## config.mk

```make
export PLATFORM = sky130hd
export DESIGN_NAME = fmult_pipe
export DESIGN_NICKNAME = d
export VERILOG_FILES = /design/src/rtl/fp_pkg.sv /design/src/rtl/fp_round_pack.sv /design/src/rtl/fmult_pipe.sv
export SDC_FILE = /design/constraint.sdc
export NUM_CORES = 1
export LEC_CHECK = 0
export CORE_UTILIZATION = 64
export CTS_BUF_LIST = sky130_fd_sc_hd__clkbuf_8
export CTS_CLUSTER_SIZE = 10
export DETAILED_ROUTE_END_ITERATION = 8
export PLACE_DENSITY = 0.81
export SYNTH_ARGS = -nofsm -noshare
export SYNTH_HDL_FRONTEND = slang
export SYNTH_SLANG_ARGS = --single-unit
```

## constraint.sdc

```tcl
create_clock -name clk -period 6.74 [get_ports clk]
set_input_delay 0.674 -clock clk [delete_from_list [all_inputs] [get_ports clk]]
set_output_delay 0.674 -clock clk [all_outputs]
set_load 0.05 [all_outputs]
```

## src/rtl/fp_pkg.sv

```systemverilog
// Shared floating-point format helpers for the {sign, expo, frac} datapath blocks.
// Packages cannot take parameters, so widths are passed to the constant functions.
package fp_pkg;

    localparam int FLAG_NAN  = 2;
    localparam int FLAG_INF  = 1;
    localparam int FLAG_ZERO = 0;

    function automatic int fp_bias(input int exp_w);
        return (1 << (exp_w - 1)) - 1;
    endfunction

    function automatic int fp_emax(input int exp_w);
        return (1 << exp_w) - 1;
    endfunction

    // Canonical quiet NaN: positive sign, all-ones exponent, fraction MSB set.
    function automatic logic [63:0] fp_qnan(input int exp_w, input int fra_w);
        return (((64'd1 << exp_w) - 64'd1) << fra_w) | (64'd1 << (fra_w - 1));
    endfunction

endpackage

```

## src/rtl/fp_round_pack.sv

```systemverilog
// Combinational normalise / round-to-nearest-even / pack / classify stage.
// Takes a raw 2*FRA+2-bit significand product so an adder can reuse it later.
module fp_round_pack
    import fp_pkg::*;
#(
    parameter int EXP = 5,
    parameter int FRA = 10
) (
    input  logic                     sign,
    input  logic signed [EXP+1:0]    expo,
    input  logic [2*FRA+1:0]         prod,
    input  logic [2:0]               cls,
    output logic [EXP+FRA:0]         y,
    output logic [2:0]               flag
);

    localparam int W    = EXP + FRA + 1;
    localparam int M    = FRA + 1;
    localparam int PW   = 2 * FRA + 2;
    localparam int EW   = EXP + 2;
    localparam int EMAX = fp_emax(EXP);
    localparam logic [W-1:0]   QNAN  = W'(fp_qnan(EXP, FRA));
    localparam logic [EXP-1:0] EONES = '1;

    logic [PW-1:0]        sig;
    logic [PW-1:0]        shifted;
    logic [PW-1:0]        mask;
    logic signed [EW-1:0] e1;
    logic signed [EW-1:0] e_out;
    logic                 sub;
    int                   sh;
    logic [M-1:0]         mant;
    logic                 guard;
    logic                 sticky;
    logic                 rnd;
    logic [M:0]           mant_r;
    logic [FRA-1:0]       frac;

    always_comb begin
        // Product of two normalised significands lies in [1,4): align to [1,2).
        sig = prod[PW-1] ? prod : (prod << 1);
        e1  = prod[PW-1] ? (expo + EW'(1)) : expo;
        sub = (e1 <= 0);

        // Gradual underflow: right shift, keeping everything shifted out as sticky.
        sh = 0;
        if (sub) begin
            sh = 1 - int'(e1);
            if (sh > PW) sh = PW;
        end
        mask    = ~({PW{1'b1}} << sh);
        shifted = sig >> sh;

        mant   = shifted[PW-1:FRA+1];
        guard  = shifted[FRA];
        sticky = (|shifted[FRA-1:0]) | (|(sig & mask));
        rnd    = guard & (sticky | mant[0]);
        mant_r = {1'b0, mant} + {{M{1'b0}}, rnd};

        if (sub) begin
            // A carry into the hidden bit promotes the subnormal to expo=1.
            e_out = {{(EW-1){1'b0}}, mant_r[FRA]};
            frac  = mant_r[FRA-1:0];
        end else if (mant_r[M]) begin
            e_out = e1 + EW'(1);
            frac  = '0;
        end else begin
            e_out = e1;
            frac  = mant_r[FRA-1:0];
        end

        y = {sign, e_out[EXP-1:0], frac};
        if (cls[FLAG_NAN]) begin
            y = QNAN;
        end else if (cls[FLAG_INF] || (e_out >= EMAX)) begin
            y = {sign, EONES, {FRA{1'b0}}};
        end else if (cls[FLAG_ZERO]) begin
            y = {sign, {(W-1){1'b0}}};
        end

        flag            = 3'b000;
        flag[FLAG_NAN]  = (y[W-2:FRA] == EONES) && (y[FRA-1:0] != '0);
        flag[FLAG_INF]  = (y[W-2:FRA] == EONES) && (y[FRA-1:0] == '0);
        flag[FLAG_ZERO] = (y[W-2:0] == '0);
    end

endmodule

```

## src/rtl/fmult_pipe.sv

```systemverilog
// Three-stage floating-point multiplier with valid/ready flow control:
// S1 unpack/classify/exponent sum, S2 significand product, S3 round and pack.
module fmult_pipe
    import fp_pkg::*;
#(
    parameter int EXP = 5,
    parameter int FRA = 10
) (
    input  logic             clk,
    input  logic             aresetn,
    input  logic             in_valid,
    output logic             in_ready,
    input  logic [EXP+FRA:0] A,
    input  logic [EXP+FRA:0] B,
    output logic             out_valid,
    input  logic             out_ready,
    output logic [EXP+FRA:0] Y,
    output logic [2:0]       flag
);

    localparam int W    = EXP + FRA + 1;
    localparam int M    = FRA + 1;
    localparam int PW   = 2 * FRA + 2;
    localparam int EW   = EXP + 2;
    localparam int BIAS = fp_bias(EXP);
    localparam logic [EXP-1:0] EONES = '1;

    // Per-operand unpack; subnormals are pre-normalised so S2 always sees a leading one.
    genvar gi;
    for (gi = 0; gi < 2; gi++) begin : g_unpack
        logic [W-1:0]         x;
        logic [EXP-1:0]       ex;
        logic [FRA-1:0]       fr;
        logic [M-1:0]         mant;
        logic [M-1:0]         norm_m;
        logic signed [EW-1:0] norm_e;
        logic                 is_nan;
        logic                 is_inf;
        logic                 is_zero;
        int                   lz;

        assign x    = (gi == 0) ? A : B;
        assign ex   = x[W-2:FRA];
        assign fr   = x[FRA-1:0];
        assign mant = {ex != '0, fr};

        always_comb begin
            lz = 0;
            for (int i = 0; i < M; i++) begin
                if (!mant[M-1-i] && (lz == i)) lz = i + 1;
            end
        end

        assign norm_m  = mant << lz;
        assign norm_e  = $signed({2'b00, (ex == '0) ? EXP'(1) : ex}) - EW'(lz);
        assign is_nan  = (ex == EONES) && (fr != '0);
        assign is_inf  = (ex == EONES) && (fr == '0);
        assign is_zero = (ex == '0) && (fr == '0);
    end

    logic [2:0] cls_in;
    always_comb begin
        cls_in            = 3'b000;
        cls_in[FLAG_NAN]  = g_unpack[0].is_nan | g_unpack[1].is_nan
                          | (g_unpack[0].is_inf & g_unpack[1].is_zero)
                          | (g_unpack[0].is_zero & g_unpack[1].is_inf);
        cls_in[FLAG_INF]  = ~cls_in[FLAG_NAN] & (g_unpack[0].is_inf | g_unpack[1].is_inf);
        cls_in[FLAG_ZERO] = ~cls_in[FLAG_NAN] & ~cls_in[FLAG_INF]
                          & (g_unpack[0].is_zero | g_unpack[1].is_zero);
    end

    logic                 s1_valid_reg, s2_valid_reg, s3_valid_reg;
    logic                 s1_sign_reg, s2_sign_reg;
    logic signed [EW-1:0] s1_exp_reg, s2_exp_reg;
    logic [M-1:0]         s1_ma_reg, s1_mb_reg;
    logic [PW-1:0]        s2_prod_reg;
    logic [2:0]           s1_cls_reg, s2_cls_reg;
    logic [W-1:0]         y_reg;
    logic [2:0]           flag_reg;
    logic [W-1:0]         rp_y;
    logic [2:0]           rp_flag;
    logic                 en1, en2, en3, accept;

    // A stage may load when it is empty or its content moves on this edge.
    assign en3      = ~s3_valid_reg | out_ready;
    assign en2      = ~s2_valid_reg | en3;
    assign en1      = ~s1_valid_reg | en2;
    assign in_ready = aresetn & en1;
    assign accept   = in_valid & in_ready;

    always_ff @(posedge clk) begin
        if (!aresetn) begin
            s1_valid_reg <= 1'b0;
            s2_valid_reg <= 1'b0;
            s3_valid_reg <= 1'b0;
            y_reg        <= '0;
            flag_reg     <= '0;
        end else begin
            if (en1) s1_valid_reg <= accept;
            if (en2) s2_valid_reg <= s1_valid_reg;
            if (en3) begin
                s3_valid_reg <= s2_valid_reg;
                if (s2_valid_reg) begin
                    y_reg    <= rp_y;
                    flag_reg <= rp_flag;
                end
            end
        end
    end

    always_ff @(posedge clk) begin
        if (en1) begin
            s1_sign_reg <= A[W-1] ^ B[W-1];
            s1_exp_reg  <= g_unpack[0].norm_e + g_unpack[1].norm_e - EW'(BIAS);
            s1_ma_reg   <= g_unpack[0].norm_m;
            s1_mb_reg   <= g_unpack[1].norm_m;
            s1_cls_reg  <= cls_in;
        end
        if (en2) begin
            s2_sign_reg <= s1_sign_reg;
            s2_exp_reg  <= s1_exp_reg;
            s2_prod_reg <= PW'(s1_ma_reg) * PW'(s1_mb_reg);
            s2_cls_reg  <= s1_cls_reg;
        end
    end

    fp_round_pack #(
        .EXP (EXP),
        .FRA (FRA)
    ) u_round_pack (
        .sign (s2_sign_reg),
        .expo (s2_exp_reg),
        .prod (s2_prod_reg),
        .cls  (s2_cls_reg),
        .y    (rp_y),
        .flag (rp_flag)
    );

    assign out_valid = s3_valid_reg;
    assign Y         = y_reg;
    assign flag      = flag_reg;

endmodule
```

**Yosys cells after proc, flatten, opt, wreduce, memory -nomap -nowiden**

Cells that the tools add are included.

- Bits in registers: 88
- Bits of input ports: 36
- Output and inout bits: 21
- Word-level logic and storage cells: 177

- $add $sub $neg: 8
- Multipliers: 1
- Order comparisons: 3
- Equal/unequal tests: 23
- Shift-type cells: 4
- Muxes and demuxes: 35
- Bitwise gates (word level): 26
- Reductions and logical operators: 63

Operators with widths:

| operator | number |
|---|---|
| 2-to-1 mux 32 bit | 20 |
| equality test 32 x 4 -> 1 bit, second input constant | 8 |
| equality test 32 x 5 -> 1 bit, second input constant | 6 |
| equality test 32 x 3 -> 1 bit, second input constant | 4 |
| << shifter 11 x 32 -> 11 bit | 2 |
| equality test 32 x 2 -> 1 bit, second input constant | 1 |
| > comparator 32 x 6 -> 1 bit, second input constant | 1 |
| << shifter 22 x 32 -> 22 bit, first input constant | 1 |
| right shift 22 x 32 -> 22 bit | 1 |
| logical NOT 10 bit | 3 |
| 2-to-1 mux 15 bit | 2 |
| nonzero test 10 bit | 3 |
| logical AND 1 bit | 28 |
| bitwise AND 22 bit | 1 |
| multiplier 11 x 11 -> 22 bit | 1 |
| 2-to-1 mux 22 bit | 1 |
| NOT 22 bit | 1 |
| OR reduction 22 bit | 1 |
| 2-to-1 mux 7 bit | 3 |
| logical NOT 1 bit | 20 |
| 2-to-1 mux 10 bit | 2 |
| 2-to-1 mux 16 bit | 1 |
| equality test 5 bit, second input constant | 3 |
| logical NOT 15 bit | 1 |
| 21 further kinds | 48 |

**Logic depth before layout (Yosys ltp)**

- Depth after elaboration: 35
- Gate-level depth with buffers: 26
- Mapped depth without buffers: 25

**By module**

From an unflattened synthesis, not the netlist that was laid out.

- Cells, all modules: 1,326
- Area total of the unflattened synthesis: 11,394.7 µm²

By module, submodules not included:

| module | instances | cells each | area each (µm²) | seq. area each (µm²) |
|---|---|---|---|---|
| fmult_pipe | 1 | 852 | 8,355.5 | 2,422.3 |
| fp_round_pack | 1 | 474 | 3,039.2 | 0.0 |

**Worst setup path before layout**

No wires, ideal clock.

- Path kind: input to register
- Start: in B[10]
- End: reg s1_exp_reg[5] (data pin)
- Setup time: 0.258 ns
- Data arrival time: 5.463 ns
- Setup slack: 1.019 ns
- Cell stages on the path: 18
- Path through: or4_1 nor2_1 and2_1 clkbuf_1 nor4bb_1 clkbuf_1 inv_1 o31ai_1 clkbuf_1 ha_1 fa_1 fa_1 inv_1 ha_1 fa_1 a21o_1 a21oi_1 xnor2_1

RTL lines:

| what | line | source |
|---|---|---|
| start, declared | fmult_pipe.sv:14 | `input logic [EXP+FRA:0] B,` |
| end signal, assigned | fmult_pipe.sv:114 | `s1_exp_reg <= g_unpack[0].norm_e + g_unpack[1].norm_e - EW'(BIAS);` |
| end, declared | fmult_pipe.sv:74 | `logic signed [EW-1:0] s1_exp_reg, s2_exp_reg;` |

**Worst setup path after layout**

- Start: reg s1_ma_reg[1]
- End: reg s2_prod_reg[21] (data pin)

- Word-level cells in the longest chain between the ends: 1

RTL lines:

| what | line | source |
|---|---|---|
| start, declared | fmult_pipe.sv:75 | `logic [M-1:0] s1_ma_reg, s1_mb_reg;` |
| start signal, assigned | fmult_pipe.sv:115 | `s1_ma_reg <= g_unpack[0].norm_m;` |
| multiplier 11 x 11 -> 22 bit | fmult_pipe.sv:122 | `s2_prod_reg <= PW'(s1_ma_reg) * PW'(s1_mb_reg);` |
| end signal, assigned | fmult_pipe.sv:122 |  |
| end, declared | fmult_pipe.sv:76 | `logic [PW-1:0] s2_prod_reg;` |

No other way between the ends.
A chain may end at the register's enable or synchronous reset.

==> results <==
- The relative max-transition margin is 0.4143.
- For the final database, setup skew stands at 0.01775 ns.
- The pre-antenna-repair detailed-routing pass consisted of 5 iterations.
- Registers take 2422 um^2.
- For this run, design rule violations remaining after detail routing come to 0.
- The cell internal power dissipation is about 2.4 mW.
- The worst setup path is launched from a register.
- Of the synthesized area, sequential elements account for 0.2222.
- The net count reported at finish is 1507.
- The final period utilization is 0.9473.
- The number of synthesized register bits is 88.
- During placement, the flow inserted port buffers numbering between 50 and 60.
- The floorplan step set the die width to between 100 and 150 um.
- Power spread over the standard cell area amounts to 408.6 nW/um^2.
- Counting I/O delays and the setup requirement, the final critical path takes 6.385 ns.
- After detailed routing, the number of vias per cell comes to between 6 and 7.
- The completed layout was analyzed and its total power is 4.865 mW.
- Yosys mapped a number of flops with a built-in enable equal to 66.
- The share of total power dissipated in sequential elements is 0.195.
- The number of nets with antenna violations after routing is 0.
- The number of distinct standard cells referenced by the synthesized netlist is 93.
- At the later pin of the worst-skew pair, clock insertion delay measures about 0.39 ns.
- The final number of hold-violating endpoints came to 0.
- The mean area per synthesized cell is 8.578 um^2.
- The core region area is 16580 um^2.
- Leaving out fill and tap cells, the most frequent cell in the layout is nand2_1.
- The initial antenna violation count is 0.
- The clock passes through at most 2 buffers.
- The net count of the mapped netlist is 1474.
- The area of the mapped netlist is 10900 um^2.
- The first global-routing pass estimated 43590 um of wire.
- The number of levels in the clock H-tree is 3.
- The slew at the pin closest to its max-slew limit is 0.8745 ns.
- In the synthesized netlist the dominant register cell turns out to be edfxtp_1.
- The buffer type at the clock tree root is clkbuf_8.
- The signal arrival time at the worst endpoint is approximately 6.5 ns.
- The power share of the clock group is 0.077.
- The hold-fix buffer count after cts is 0.
- The max-cap violation count is 0.
- The fraction of registers with async set/reset is 0.
- Across all setup checks in the final design, the least slack found is 0.3553 ns.
- The final count of pins violating max slew is 0.
- TritonCTS built the clock tree.
- The boundary pin count is 57.
- For this run the aggregate overflow at the end of global routing stands at 0.
- The Yosys warning count is 0.
- The flow ran to the end, and the final reports show no timing, DRC or antenna violations.
- The switching power summed over all nets is 2.433 mW.
- The number of global-route vias before repair came to just under 9000.
- Static timing analysis puts the maximum clock frequency at approximately 160 MHz.
- Summed over all layers, the routed wires come to 26340 um.
- The critical path is of the reg -> reg type.
- Detailed placement ended at an HPWL of 20970 um.
- After clock tree synthesis, the clock-pin slew on the worst setup and hold paths is 0.11 ns.
- In the final routed layout, each cell accounts on average for 17.23 um.
- The count of antenna diodes in the layout is 0.
- The die covers 17560 um^2.
- The total routing resource utilization after global routing is 0.3104.
- Of the total power, the share spent switching nets is 0.5001.
- The register with the most flip-flops in the layout has 22 of them.
- The share of total power dissipated in combinational logic is 0.728.
- The number of standard-cell rows in the floorplan is 47.
- The area added between synthesis and finish is 9.215%.
- After the first detailed-routing iteration, the DRC count stood at 809.
- In this run the worst path has a maximum fanout of 10.
- The maximum number of pins on one net before global-route repair is 45.
- In the layout the commonest cells are nand2_1, inv_1, nor2_1, fa_1, a21oi_1.
- The floorplan die height is between 100 and 150 um.
- The worst slack at placement is ~0.36 ns.
- The cell count after synthesis is between 1000 and 1500.
- The required time of the worst setup path is 6.88 ns.
- The area occupied by multi-input gates is ~7700 um^2.
- The initial core utilization is 0.6575.
- The congestion estimate from routability-driven global placement came to 0.9717.
- The type of destination of the critical path is a register.
- Across the VDD grid, the largest voltage drop is 284.1 uV.
- For this design, the sink count on the clock tree is 88.
- In the final layout, the share of cells above drive strength 1 is 0.07410.
- The number of setup violations in the final report is 0.
- The worst hold path was traced through 0 stages.
- The analysis attributes to cell leakage a power of ~5.2 nW.
- Clock tree synthesis inserted a total of 9 buffers.
- Fill cells in the final layout number approximately 1300.
- Detailed routing inserted a total of around 9300 vias.
- The path depth of the worst reg2reg path is 25.
- The path category of the worst min-delay check is reg -> reg.
[layout make-up]
class,instances,area share
sequential,88,0.2034
timing repair buffer,90,0.06830
multi-input combinational,975,0.6446
tap,220,0.02312
clock inverter,7,0.005989
clock buffer,9,0.01040
inverter,140,0.04413
[path summary, 6_finish.rpt]
check / to / start / slack [ns]
setup / recovery: s2_prod_reg[21] / s1_ma_reg[1] / 0.36
hold / removal: s2_sign_reg / s1_sign_reg / 0.43
setup reg to reg: s2_prod_reg[21] / s1_ma_reg[1] / 0.36
hold reg to reg: s2_sign_reg / s1_sign_reg / 0.43
[power by group through the flow]
stage	logic, mW	registers [mW]	clock network [mW]
6_report	3.54	0.947	0.376
5_1_grt	3.93	0.964	0.399
4_1_cts	3.50	0.946	0.382
3_5_place_dp	3.46	0.959	0
3_3_place_gp	3.41	0.953	0
2_1_floorplan	2.76	0.910	0
[what timing repair did]
| item | in CTS | in global routing |
|---|---|---|
| setup buffers | 0 | 8 |
| resized for setup | 0 | 2 |
| endpoints found under the setup margin | 0 | 2 |
| hold endpoints to repair | 0 | 0 |
[critical path, cell delays in order, from the launching register on]
cell and delay (ns):
edfxtp_1 0.57, nand2_1 0.15, fa_1 0.53, inv_1 0.05
ha_1 0.20, fa_1 0.48, ha_1 0.29, inv_1 0.06
fa_1 0.55, inv_1 0.05, ha_1 0.32, nor2b_1 0.14
o21ai_0 0.21, a21boi_0 0.15, o21ai_0 0.26, a21boi_0 0.17
o21ai_0 0.25, a21boi_0 0.19, o21ai_0 0.22, nand2b_1 0.12
a21o_1 0.18, a21o_1 0.19, a21oi_1 0.19, o21ai_0 0.15
o41ai_1 0.34, xnor2_1 0.13
[through the flow]
| step | TNS [ns] | cells | hold slack, ns | utilization | cell area (um^2) |
|---|---|---|---|---|---|
| floorplan | 0 | 1271 | 0.4003 | - | 10900 |
| global route | -0.04786 | 1529 | 0.4381 | 0.7180 | 11910 |
| CTS | 0 | 1521 | 0.4293 | 0.7144 | 11850 |
| finish | 0 | 1529 | 0.4263 | 0.7180 | 11910 |
| detailed placement | 0 | 1505 | 0.4081 | 0.7026 | 11650 |
| global placement | 0 | 1505 | 0.4011 | 0.7026 | 11650 |
[Yosys cell counts, types with 9 or more instances]
master	n	area share
clkbuf_1	52	0.018
xor2_1	9	0.0072
and2_1	75	0.043
buf_2	13	0.0060
edfxtp_1	66	0.18
ha_1	79	0.091
o22ai_1	10	0.0057
nor2_1	88	0.030
mux2_2	11	0.011
and3_1	15	0.0086
o211ai_1	9	0.0062
inv_1	138	0.048
nor3_1	25	0.011
nand3_1	34	0.016
nand2_1	143	0.049
dfxtp_1	22	0.040
a211oi_1	9	0.0062
a31oi_1	12	0.0069
a21o_1	10	0.0069
xnor2_1	28	0.022
nand2b_1	9	0.0052
mux2i_1	26	0.024
o21a_1	10	0.0069
nand4_1	13	0.0075
fa_1	88	0.16
o21ai_0	44	0.020
a21oi_1	84	0.039
[cell families (layout without fill, tap and decap cells)]
logic type,count (synthesis),in the layout,share of synthesized area
mux,39,39,0.03799
buf+inv,208,246,0.07413
xor+xnor,39,39,0.03374
simple gates,453,453,0.2062
flops,88,88,0.2222
compound gates,275,275,0.1717
fa+ha+maj,169,169,0.2541
[layer usage]
layer | wire (um) | global-route usage | up-vias
met5 | 0 | 0 | -
met4 | 663 | 0.09962 | 0
met3 | 1842 | 0.05211 | 50
met2 | 12520 | 0.5044 | 399
met1 | 11310 | 0.4242 | 4400
li1 | - | - | 4488
Note: power is estimated with default switching activity, not from simulation.
